===== config.mk =====
export PLATFORM = sky130hd
export DESIGN_NAME = serial_sub_flat
export DESIGN_NICKNAME = d
export VERILOG_FILES = /design/src/rtl/serial_sub_if.sv /design/src/rtl/serial_sub.sv /design/src/flat_wrapper.sv
export SDC_FILE = /design/constraint.sdc
export NUM_CORES = 1
export LEC_CHECK = 0
export CELL_PAD_IN_SITES_DETAIL_PLACEMENT = 0
export CELL_PAD_IN_SITES_GLOBAL_PLACEMENT = 1
export CORE_MARGIN = 3
export CORE_UTILIZATION = 42
export CTS_BUF_LIST = sky130_fd_sc_hd__clkbuf_2
export CTS_CLUSTER_DIAMETER = 120
export DETAILED_ROUTE_END_ITERATION = 8
export PLACE_DENSITY_LB_ADDON = 0.12
export SYNTH_ARGS = -nofsm -noshare
export SYNTH_HDL_FRONTEND = slang
export SYNTH_SLANG_ARGS = --single-unit

===== constraint.sdc =====
create_clock -name clk -period 1.55 [get_ports clk]
set_input_delay 0.2325 -clock clk [delete_from_list [all_inputs] [get_ports clk]]
set_output_delay 0.2325 -clock clk [all_outputs]
set_load 0.05 [all_outputs]

===== src/rtl/serial_sub_if.sv =====
// rtl/serial_sub_if.sv - start/ready/done handshake and operand/result bundle for serial_sub
interface serial_sub_if #(
    parameter int WIDTH = 4
);
    logic             start;
    logic [WIDTH-1:0] a;
    logic [WIDTH-1:0] b;
    logic             b_in;
    logic             ready;
    logic             busy;
    logic             done;
    logic [WIDTH-1:0] d;
    logic             b_out;

    modport master (
        output start, a, b, b_in,
        input  ready, busy, done, d, b_out
    );

    modport slave (
        input  start, a, b, b_in,
        output ready, busy, done, d, b_out
    );
endinterface


===== src/rtl/serial_sub.sv =====
// rtl/serial_sub.sv - bit-serial subtractor d = a - b - b_in, LSB first, one bit per clock
module serial_sub #(
    parameter int WIDTH = 4
) (
    input  logic        clk,
    input  logic        rst_n,
    serial_sub_if.slave bus
);
    localparam int CW = $clog2(WIDTH);
    localparam logic [CW-1:0] LAST = CW'(WIDTH - 1);

    localparam logic [1:0] IDLE  = 2'd0;
    localparam logic [1:0] SHIFT = 2'd1;
    localparam logic [1:0] DONE  = 2'd2;

    logic [1:0]       state;
    logic [WIDTH-1:0] a_sr;
    logic [WIDTH-1:0] b_sr;
    logic [WIDTH-2:0] res_sr;
    logic             br;
    logic [CW-1:0]    cnt;
    logic [WIDTH-1:0] d_q;
    logic             b_out_q;
    logic             done_q;

    logic             x;
    logic             y;
    logic             diff;
    logic             br_next;
    logic [WIDTH-1:0] res_next;
    logic             busy;
    logic             accept;

    // One full-subtractor cell; the diff bit enters the result from the MSB end.
    assign x        = a_sr[0];
    assign y        = b_sr[0];
    assign diff     = x ^ y ^ br;
    assign br_next  = (~x & y) | (~(x ^ y) & br);
    assign res_next = {diff, res_sr};

    assign busy   = (state == SHIFT);
    assign accept = ~busy & bus.start;

    always_ff @(posedge clk or negedge rst_n) begin
        if (!rst_n) begin
            state   <= IDLE;
            a_sr    <= '0;
            b_sr    <= '0;
            res_sr  <= '0;
            br      <= 1'b0;
            cnt     <= '0;
            d_q     <= '0;
            b_out_q <= 1'b0;
            done_q  <= 1'b0;
        end else begin
            done_q <= 1'b0;
            if (accept) begin
                state <= SHIFT;
                a_sr  <= bus.a;
                b_sr  <= bus.b;
                br    <= bus.b_in;
                cnt   <= '0;
            end else if (state == DONE) begin
                state <= IDLE;
            end

            if (busy) begin
                a_sr   <= a_sr >> 1;
                b_sr   <= b_sr >> 1;
                br     <= br_next;
                res_sr <= res_next[WIDTH-1:1];
                cnt    <= cnt + 1'b1;
                // Publish the whole result at once so d/b_out never show partial bits.
                if (cnt == LAST) begin
                    state   <= DONE;
                    done_q  <= 1'b1;
                    d_q     <= res_next;
                    b_out_q <= br_next;
                end
            end
        end
    end

    assign bus.ready = ~busy;
    assign bus.busy  = busy;
    assign bus.done  = done_q;
    assign bus.d     = d_q;
    assign bus.b_out = b_out_q;
endmodule

===== src/flat_wrapper.sv =====
// flat-port wrapper written by rule: the top's interface ports become plain ports
module serial_sub_flat 
#(
    parameter int WIDTH = 4
)
  (clk, rst_n, bus_start, bus_a, bus_b, bus_b_in, bus_ready, bus_busy, bus_done, bus_d, bus_b_out);
  serial_sub_if #(.WIDTH(WIDTH)) bus_i ();
  input  logic clk;
  input  logic rst_n;
  input wire logic [$bits(bus_i.start)-1:0] bus_start;
  input wire logic [$bits(bus_i.a)-1:0] bus_a;
  input wire logic [$bits(bus_i.b)-1:0] bus_b;
  input wire logic [$bits(bus_i.b_in)-1:0] bus_b_in;
  output wire logic [$bits(bus_i.ready)-1:0] bus_ready;
  output wire logic [$bits(bus_i.busy)-1:0] bus_busy;
  output wire logic [$bits(bus_i.done)-1:0] bus_done;
  output wire logic [$bits(bus_i.d)-1:0] bus_d;
  output wire logic [$bits(bus_i.b_out)-1:0] bus_b_out;
  assign bus_i.start = bus_start;
  assign bus_i.a = bus_a;
  assign bus_i.b = bus_b;
  assign bus_i.b_in = bus_b_in;
  assign bus_ready = bus_i.ready;
  assign bus_busy = bus_i.busy;
  assign bus_done = bus_i.done;
  assign bus_d = bus_i.d;
  assign bus_b_out = bus_i.b_out;
  serial_sub #(.WIDTH(WIDTH)) u_core (.clk(clk), .rst_n(rst_n), .bus(bus_i));
endmodule

==> metrics.md, run 1 <==
| Metric | Value |
|---|---|
| Status | finished, final reports clean |
| WHS | 220 ps |
| Routed wire length | 1590 um |
| Leakage power | 0.616 nW |
| Root Buffer Master | clkbuf_2 |
| Fill cells | 204 |
| Area contributors post-synth | dfrtp_1, mux2_2, mux2_4 |
| Clock transition at path regs | 190 ps |
| Unique masters post-synth | 17 |
| Core Region | 2230 sq um |
| Most common cell in the netlist | dfrtp_1 |
| WL met2 | 735 um |
| Number of global-route vias before repair | 592 |
| Setup CP Type | reg -> out |
| Tmin final | 1450 ps |
| Num CTS Buffers | 3 |
| Via count | 587 |
| Drt drc | 0 |
| Fin cells | 121 |
| N_diodes | 0 |
| Mapped Nets | 82 |
| CP max FO | 5 |
| Cells after DPL | 115 |
| Mapped cell area | 998 sq um |
| Top-area cell type share of the netlist area | 55.1% |
| Placer congestion estimate | 0.627 |
| Post-synth ARST share | 100% |
| Die Wd | 54.8 um |
| Setup WS pre-CTS | -88.3 ps |
| Insertion delay to the later sink of the worst-skew pair | 320 ps |
| Die H | 54.8 um |
| Routed length on met3 | 71 um |
| Seq/Total Area, Yosys | 55.1% |
| CP Capture Type | output port |
| Buffers on Ports | 19 |
| Post-DP HPWL | 1140 um |
| Setup_tns | 0 ps |
| Sequential cell area | 551 sq um |
| Final Worst Setup Slack | 104 ps |
| Layout area overhead | 26.8% |
| Worst Setup Start Kind | register |
| CTS tree | done |
| First-pass GRT wire length | 2650 um |
| Post-DR wirelength/cell | 13.1 um |
| Post-synth top cells | dfrtp_1, mux2_2, mux2_4 |
| Top FF cell, synth | dfrtp_1 |
| Yosys reg bits | 22 |
| Fmax | 691 MHz |
| Detailed Route Iter0 Violations | 3 |
| TritonCTS Sinks | 22 |
| Max VDD drop | 1.16 mV |
| Full die area | 3000 sq um |
| Global route total overflow | 0 |
| NumNets Final | 108 |
| DRT antenna net count | 0 |
| Cells after synthesis | 68 |
| CP cell instances | nor2b_4 > buf_6 > buf_12 |
| Initial Util | 44.7% |
| Worst clock skew | 1.73 ps |
| Critical Path RT | 1320 ps |
| Hold Violations, Final | 0 |
| Cell accounting for the most synthesized area | dfrtp_1 |
| Final setup viols | 0 |
| Least-Margin Pin Slew | 351 ps |
| Final Max Tran Viols | 0 |
| Proportion of layout cells with a drive suffix above 1 | 40.9% |
| Crit path largest cell delay | 430 ps |
| Syn Area/Cell | 14.7 sq um |
| Hold/Removal Path Class | in -> async |
| Vias/cell | 4.85 |
| Largest net degree at the start of global routing | 23 |
| Warnings from Yosys | 0 |
| Top layer in use | met4 |
| RSZ-0062 raised after global routing | false |
| Pwr per Cell Area | 2360 nW/um^2 |
| Antenna violations before repair | 0 |
| CTS H-tree lvls | 1 |
| GRT Total Usage | 13.0% |
| Fin crit share | 93.3% |
| I/O Pins | 20 |
| Arrival time worst endpoint | 1210 ps |
| Max Cap Viol | 0 |
| Worst slew margin | 76.5% |
| DR pass1 iterations | 2 |
| Clock buffer depth | 2 |
| Row count | 17 |
| Post-synth EDFFs | 0 |
| Crit-path slowest cell | dfrtp_1 |
| M1 wire length | 770 um |
| Area of the multi-input gates | 413 sq um |
-- worst max-delay path: cells and delay by family, from the launching register on --
family / cells / cell delay, ps
buffers and inverters: 2 / 270
and+or+nand+nor: 1 / 200
DFF: 1 / 430
-- cell families after synthesis --
| family | share of synthesized area, % |
|---|---|
| AND/OR/NAND/NOR | 4.64 |
| buffers and inverters | 4.26 |
| flip-flops | 55.1 |
| multiplexers | 31.2 |
| AO/OA/AOI/OAI | 1.50 |
| adder cells (fa/ha/maj) | 3.26 |
-- report_power, final --
part / total, mW / internal (mW) / switching (mW)
Sequential: 1.01 / 0.850 / 0.158
Clock: 0.224 / 0.0561 / 0.167
Combinational: 1.75 / 0.872 / 0.880
Total: 2.98 / 1.78 / 1.21
-- per-layer routing --
layer | GRT usage, % | up-vias
met1 | 16.6 | 292
met4 | 7.47 | 0
met3 | 3.27 | 2
li1 | - | 281
met2 | 19.7 | 12
met5 | 0 | -
-- registers in the layout (all words and copies together), names as in the netlist --
register and count:
u_core.a_sr 4, u_core.res_sr 3, u_core.br 1, u_core.bus.d 4, u_core.cnt 2, u_core.state 2
u_core.bus.done 1, u_core.b_sr 4, u_core.bus.b_out 1
-- through the flow --
stage | power, mW | utilization, % | area [sq um]
finish | 2.98 | 56.7 | 1270
global route | 3.20 | 56.7 | 1270
CTS | 2.98 | 56.2 | 1250
detailed placement | 2.66 | 54.4 | 1210
global placement | 2.63 | 54.4 | 1210
floorplan | 2.25 | - | 998
-- path summary, 6_finish.rpt --
path / end / cells past startpoint / slack [ps] / startpoint
max: bus_busy / 3 / 100 / u_core.state[0]$_DFF_PN0_
max in group asynchronous: u_core.cnt[1]$_DFFE_PN0P_ / 2 / 1120 / rst_n
min in group clk: u_core.b_sr[3]$_DFFE_PN0P_ / 3 / 490 / bus_b[3]
min: u_core.state[0]$_DFF_PN0_ / 2 / 220 / rst_n
max reg2reg: u_core.bus.d[0]$_DFFE_PN0P_ / 3 / 130 / u_core.cnt[0]$_DFFE_PN0P_
min reg2reg: u_core.cnt[0]$_DFFE_PN0P_ / 1 / 510 / u_core.cnt[0]$_DFFE_PN0P_
-- timing repair --
item	4_1_cts	5_1_grt
hold buffers	0	0
setup endpoints to repair	1	1
gates resized for setup	4	1
setup buffers	1	1
-- layout make-up --
cell class | count | area share (%)
Clock buffer | 3 | 1.19
Multi-Input combinational cell | 38 | 32.6
Clock inverter | 1 | 0.296
Sequential cell | 22 | 43.5
Timing Repair Buffer | 24 | 18.0
Tap cell | 28 | 2.77
Inverter | 5 | 1.68
-- cells in the final DEF (no fill, tap or decap) --
cell type / count
buf_4: 10
ha_1: 1
clkbuf_2: 3
nor2_1: 2
mux2i_1: 6
dfrtp_1: 22
buf_6: 2
fa_1: 1
mux2_2: 13
mux2_4: 7
nand2b_1: 3
inv_4: 1
inv_1: 4
buf_12: 1
nor2b_4: 1
clkinv_1: 1
clkdlybuf4s50_1: 11
a21boi_0: 1
nand3b_1: 1
nor2b_1: 1
o21a_1: 1
Power figures use the tool's default switching activity.
==> inputs of run 2 (changes only) <==
--- a/config.mk
+++ b/config.mk
@@ -13,6 +13,7 @@
 export CTS_CLUSTER_DIAMETER = 120
 export DETAILED_ROUTE_END_ITERATION = 8
 export PLACE_DENSITY_LB_ADDON = 0.12
+export SKIP_CTS_REPAIR_TIMING = 1
 export SYNTH_ARGS = -nofsm -noshare
 export SYNTH_HDL_FRONTEND = slang
 export SYNTH_SLANG_ARGS = --single-unit
==> run 2 against run 1 <==
Flip-flop and latch count is the same. Core utilization rose by 2.1 points. Final cell count grew 5.0%. Fmax down 0.45%. Count of clock-buffer cells in the layout stayed put. Die area unchanged. Clock power about the same. Setup slack worse by 6.5 ps. Sequential share of layout area is 1.6 points lower. Hold slack worse by 5.4 ps. Critical path type unchanged. Highest routed layer unchanged.
==> metrics.md, run 2 (synthesis results as in run 1) <==
| Metric | Value |
|---|---|
| Status | finished, final reports clean |
| Logic pwr share | 60.9% (+2.2 points) |
| Worst Setup Start Kind | register |
| Max Cap Viol | 0 (unchanged) |
| Initial Util | 44.7% (unchanged) |
| N_diodes | 0 (unchanged) |
| Final Max Tran Viols | 0 (unchanged) |
| Commonest cells after routing, fill and taps aside | dfrtp_1, buf_4, mux2_2 |
| DR pass1 iterations | 2 (unchanged) |
| Post-DP HPWL | 1140 um (unchanged) |
| Final Util | 58.8% (+2.1 points) |
| Global route total overflow | 0 (unchanged) |
| DRT antenna net count | 0 (unchanged) |
| Critical Path RT | 1320 ps (about the same) |
| Root Buffer Master | clkbuf_2 |
| Row count | 17 (unchanged) |
| Die H | 54.8 um (unchanged) |
| Placer congestion estimate | 0.627 (unchanged) |
| Fill cells | 194 (-4.9%) |
| Largest net degree at the start of global routing | 23 (unchanged) |
| Worst slew margin | 77.2% (+0.65 points) |
| Switching Fraction | 39.0% (-1.4 points) |
| Hold Violations, Final | 0 (unchanged) |
| Layout area overhead | 31.6% |
| Fin crit share | 93.7% (+0.42 points) |
| Number of global-route vias before repair | 591 (-0.17%) |
| Setup WS pre-CTS | -88.3 ps (unchanged) |
| Flop pwr share | 32.0% (-1.8 points) |
| Hold/Removal Path Class | in -> async |
| Tmin final | 1450 ps (+6.52 ps) |
| Arrival time worst endpoint | 1220 ps (about the same) |
| Leakage power | 0.646 nW (+4.8%) |
| Worst clock skew | 2.79 ps (+1.07 ps) |
| Least-Margin Pin Slew | 341 ps (-9.79 ps) |
| Drt drc | 0 (unchanged) |
| Antenna violations before repair | 0 (unchanged) |
| Full die area | 3000 sq um (unchanged) |
| Crit path largest cell delay | 420 ps (about the same) |
| Clock group share of total power | 7.1% (-0.4 points) |
| TritonCTS Sinks | 22 (unchanged) |
| Vias/cell | 4.85 (about the same) |
| Clock buffer depth | 2 (unchanged) |
| Clock transition at path regs | 200 ps (about the same) |
| Post-DR wirelength/cell | 12.5 um (-4.7%) |
| Total chip power | 3.14 mW (+5.4%) |
| Num CTS Buffers | 3 (unchanged) |
| Commonest non-fill, non-tap cell in the layout | dfrtp_1 |
| P_int | 1.92 mW (+7.8%) |
| CP max FO | 5 (unchanged) |
| Crit-path slowest cell | dfrtp_1 |
| Fmax | 688 MHz (-0.45%) |
| Die Wd | 54.8 um (unchanged) |
| Proportion of layout cells with a drive suffix above 1 | 44.4% (+3.6 points) |
| Insertion delay to the later sink of the worst-skew pair | 320 ps (about the same) |
| Via count | 616 (+4.9%) |
| GRT Total Usage | 12.8% (-0.23 points) |
| CTS H-tree lvls | 1 (unchanged) |
| Pwr per Cell Area | 2390 nW/um^2 (+1.5%) |
| CP delay by family, top | flip-flops |
| First-pass GRT wire length | 2610 um (-1.5%) |
| CP cell instances | nor2b_4 > buf_6 > buf_12 |
| Final setup viols | 0 (unchanged) |
| Core Region | 2230 sq um (unchanged) |
| Detailed Route Iter0 Violations | 2 (-1) |
| Area of the multi-input gates | 413 sq um (unchanged) |
| Max VDD drop | 1.39 mV (+20%) |
| NetSw | 1.23 mW (+1.7%) |
| CP Capture Type | output port |
| Setup CP Type | reg -> out |
| Setup_tns | 0 ps (unchanged) |
| WHS | 214 ps (-5.41 ps) |
| Buffers on Ports | 19 (unchanged) |
| CTS tree | done |
| Routed wire length | 1590 um (about the same) |
| Critical path buffers and inverters | 2 (unchanged) |
| I/O Pins | 20 (unchanged) |
| Sequential cell area | 551 sq um (unchanged) |
| NumNets Final | 114 (+5.6%) |
| Final Worst Setup Slack | 97.0 ps (-6.52 ps) |
run 2: changes by cell type in the layout (fill, tap and decap cells not counted), sizes merged:
cell    change
buf         +6
clkinv      +1
inv         -1
run 2: power groups by stage:
stage	registers (mW)	logic, mW	clock network [mW]
after floorplan	1.25	1.00	0
after global placement	1.01	1.62	0
after detailed placement	1.02	1.64	0
after CTS	1.01	1.64	0.239
after global routing	1.05	2.07	0.261
final	1.01	1.91	0.223
run 2: area by class of cell:
class,count,area share (%)
flip-flops and latches,22,41.9
repair buffers,30,20.8
inverters,5,1.81
multi-input cells,38,31.4
well taps,28,2.67
clock inverters,1,0.286
clock buffers,3,1.14
run 2: routing by layer:
layer	vias up	GRT usage [%]	share of wire [%]
met4	0	7.47	1.1
met3	4	3.27	4.7
met1	302	16.5	48
met5	-	0	0
li1	296	-	-
met2	14	19.1	47
run 2: worst reg2reg max path, stage by stage, from the launching register on:
cell	delay [ps]
dfrtp_1	440
ha_1	230
nand3b_1	280
mux2_2	380
run 2: path summary, 6_finish.rpt:
check,start,to,slack (ps),cells past startpoint
max,u_core.state[0]$_DFF_PN0_,bus_busy,100,3
min,rst_n,u_core.bus.d[2]$_DFFE_PN0P_,210,2
max reg2reg,u_core.cnt[0]$_DFFE_PN0P_,u_core.bus.d[0]$_DFFE_PN0P_,140,3
min reg2reg,u_core.cnt[0]$_DFFE_PN0P_,u_core.cnt[0]$_DFFE_PN0P_,510,1
max in group asynchronous,rst_n,u_core.b_sr[2]$_DFFE_PN0P_,1120,2
min in group clk,bus_b[3],u_core.b_sr[3]$_DFFE_PN0P_,490,3
run 2: through the flow:
step / std cells / instance area [sq um]
2_1_floorplan: 68 / 998
3_3_place_gp: 115 / 1210
3_5_place_dp: 115 / 1210
4_1_cts: 119 / 1230
5_1_grt: 127 / 1310
6_report: 127 / 1310
==> inputs of run 3 (changes only) <==
--- a/config.mk
+++ b/config.mk
@@ -7,7 +7,6 @@
 export LEC_CHECK = 0
 export CELL_PAD_IN_SITES_DETAIL_PLACEMENT = 0
 export CELL_PAD_IN_SITES_GLOBAL_PLACEMENT = 1
-export CORE_MARGIN = 3
 export CORE_UTILIZATION = 42
 export CTS_BUF_LIST = sky130_fd_sc_hd__clkbuf_2
 export CTS_CLUSTER_DIAMETER = 120
==> run 3 against run 2 <==
Core utilization decreased by 0.45 points. Highest routed layer unchanged. Largest power group unchanged. Global-route usage increased by 2.2 points. Critical path depth stayed put. Flip-flop and latch count unchanged. Hold slack worse by 3.0 ps. Sequential power about the same. Setup slack worse by 31 ps. Power grew 1.5%. Critical path type unchanged.
==> metrics.md, run 3 (synthesis results as in run 1) <==
| Metric | Value |
|---|---|
| Layout area overhead | 30.6% |
| Commonest cells after routing, fill and taps aside | dfrtp_1, mux2_2, clkdlybuf4s50_1, buf_4, mux2_4 |
| Max VDD drop | 1.47 mV (+5.7%) |
| Tmin final | 1480 ps (+31.1 ps) |
| Setup_tns | 0 ps (unchanged) |
| Antenna violations before repair | 0 (unchanged) |
| N_diodes | 0 (unchanged) |
| DR pass1 iterations | 2 (unchanged) |
| P_int | 1.97 mW (+2.9%) |
| CTS tree | done |
| Via count | 591 (-4.1%) |
| Post-DR wirelength/cell | 12.9 um (+3.1%) |
| Global route total overflow | 0 (unchanged) |
| NumNets Final | 109 (-4.4%) |
| Routed wire length | 1570 um (-0.95%) |
| Logic pwr share | 55.9% (-5.0 points) |
| Commonest non-fill, non-tap cell in the layout | dfrtp_1 |
| Buffers on Ports | 19 (unchanged) |
| Proportion of layout cells with a drive suffix above 1 | 43.6% (-0.83 points) |
| Worst clock skew | 4.59 ps (+1.80 ps) |
| Detailed Route Iter0 Violations | 1 (-1) |
| Worst Setup Start Kind | register |
| Placer congestion estimate | 0.681 (+8.6%) |
| Clock group share of total power | 12.6% (+5.5 points) |
| Leakage power | 0.630 nW (-2.4%) |
| Fin crit share | 95.7% (+2.0 points) |
| Max Cap Viol | 0 (unchanged) |
| NetSw | 1.22 mW (-0.65%) |
| R2R Path Start | u_core.cnt[0]$_DFFE_PN0P_ |
| Final setup viols | 0 (unchanged) |
| Critical Path RT | 1320 ps (about the same) |
| Worst slew margin | 76.0% (-1.2 points) |
| CTS H-tree lvls | 1 (unchanged) |
| Reg2reg end | u_core.bus.d[0]$_DFFE_PN0P_ |
| Hold/Removal Path Class | in -> async |
| Hold Violations, Final | 0 (unchanged) |
| Arrival time worst endpoint | 1250 ps (+30 ps) |
| CP Capture Type | output port |
| Register-to-Register Path Depth | 3 (unchanged) |
| DRT antenna net count | 0 (unchanged) |
| Status | finished, final reports clean |
| TritonCTS Sinks | 22 (unchanged) |
| Clock buffer depth | 2 (unchanged) |
| Number of global-route vias before repair | 580 (-1.9%) |
| Root Buffer Master | clkbuf_2 |
| Row count | 17 (unchanged) |
| Flop pwr share | 31.5% (-0.5 points) |
| Die H | 50.8 um (-7.3%) |
| Core Region | 2230 sq um (unchanged) |
| Drt drc | 0 (unchanged) |
| Fill cells | 189 (-2.6%) |
| I/O Pins | 20 (unchanged) |
| Fmax | 674 MHz (-2.1%) |
| Full die area | 2580 sq um (-14%) |
| First-pass GRT wire length | 2710 um (+3.9%) |
| Die Wd | 50.8 um (-7.3%) |
| Pwr per Cell Area | 2450 nW/um^2 (+2.3%) |
| Final Max Tran Viols | 0 (unchanged) |
| Reg2reg setup slack | 120 ps (-20 ps) |
| Insertion delay to the later sink of the worst-skew pair | 320 ps (about the same) |
| Clock transition at path regs | 220 ps (+20 ps) |
| Least-Margin Pin Slew | 359 ps (+18.0 ps) |
| Vias/cell | 4.84 (-0.13%) |
| Initial Util | 44.7% (unchanged) |
| Setup CP Type | reg -> out |
| CP max FO | 4 (-1) |
| Switching Fraction | 38.2% (-0.83 points) |
| Num CTS Buffers | 3 (unchanged) |
| Largest net degree at the start of global routing | 23 (unchanged) |
| Post-DP HPWL | 1130 um (-1.5%) |
| RSZ-0062 raised after global routing | true |
| Total chip power | 3.19 mW (+1.5%) |
| GRT Total Usage | 14.9% (+2.2 points) |
## run 3: cell count changes in the layout (fill, tap and decap cells not counted)
| cell | before | now |
|---|---|---|
| bufinv_16 | 0 | 1 |
| dfrtp_2 | 0 | 1 |
| buf_4 | 16 | 11 |
| clkinv_1 | 1 | 0 |
| clkinv_4 | 1 | 0 |
| dfrtp_1 | 22 | 21 |
| inv_6 | 0 | 1 |
## run 3: power groups by stage
stage          Sequential (mW)  Combinational, mW  Clock [mW]
6_report                  1.01               1.78       0.402
5_1_grt                   1.05               1.90       0.437
4_1_cts                   1.00               1.65       0.411
3_5_place_dp              1.02               1.64           0
3_3_place_gp              1.01               1.61           0
2_1_floorplan             1.25               1.00           0
## run 3: worst max-delay path by stage
stage	slack, ps	cells after the start	start	to
global route	-40	3	u_core.state[1]$_DFF_PN0_	bus_busy
floorplan	140	5	u_core.state[0]$_DFF_PN0_	u_core.a_sr[0]$_DFFE_PN0P_
global placement	-80	3	bus_start	u_core.a_sr[2]$_DFFE_PN0P_
CTS	-170	3	u_core.state[0]$_DFF_PN0_	bus_ready
detailed placement	-90	3	bus_start	u_core.a_sr[2]$_DFFE_PN0P_
finish	70	3	u_core.state[1]$_DFF_PN0_	bus_busy
## run 3: worst max-delay path, cell delays in order (launching register included)
cell and delay, ps:
dfrtp_2 480, nor2b_4 170, buf_6 140, buf_12 130
## run 3: per-stage QoR
step | cells | util (%) | hold slack (ps) | setup WS, ps | instance area, sq um
after floorplan | 68 | - | -63.1 | 136 | 998
after global placement | 115 | 54.4 | 477 | -84.5 | 1210
after detailed placement | 115 | 54.4 | 485 | -94.6 | 1210
after CTS | 119 | 56.4 | 201 | -167 | 1260
after global routing | 122 | 58.4 | 191 | -39.7 | 1300
final | 122 | 58.4 | 211 | 65.9 | 1300
## run 3: cell type report
class | instances | area (sq um) | area share [%]
clock buffer | 3 | 15.0 | 1.15
clock inverter | 1 | 30.0 | 2.30
inverter | 5 | 23.8 | 1.82
multi-input combinational | 38 | 413 | 31.7
sequential | 22 | 552 | 42.3
tap | 28 | 35.0 | 2.69
timing repair buffer | 25 | 235 | 18.0
## run 3: layer usage
layer,global-route usage (%),part of all wire (%)
met5,0,0
met1,20.3,50
met3,3.03,3.5
met4,8.33,0.70
met2,22.0,46
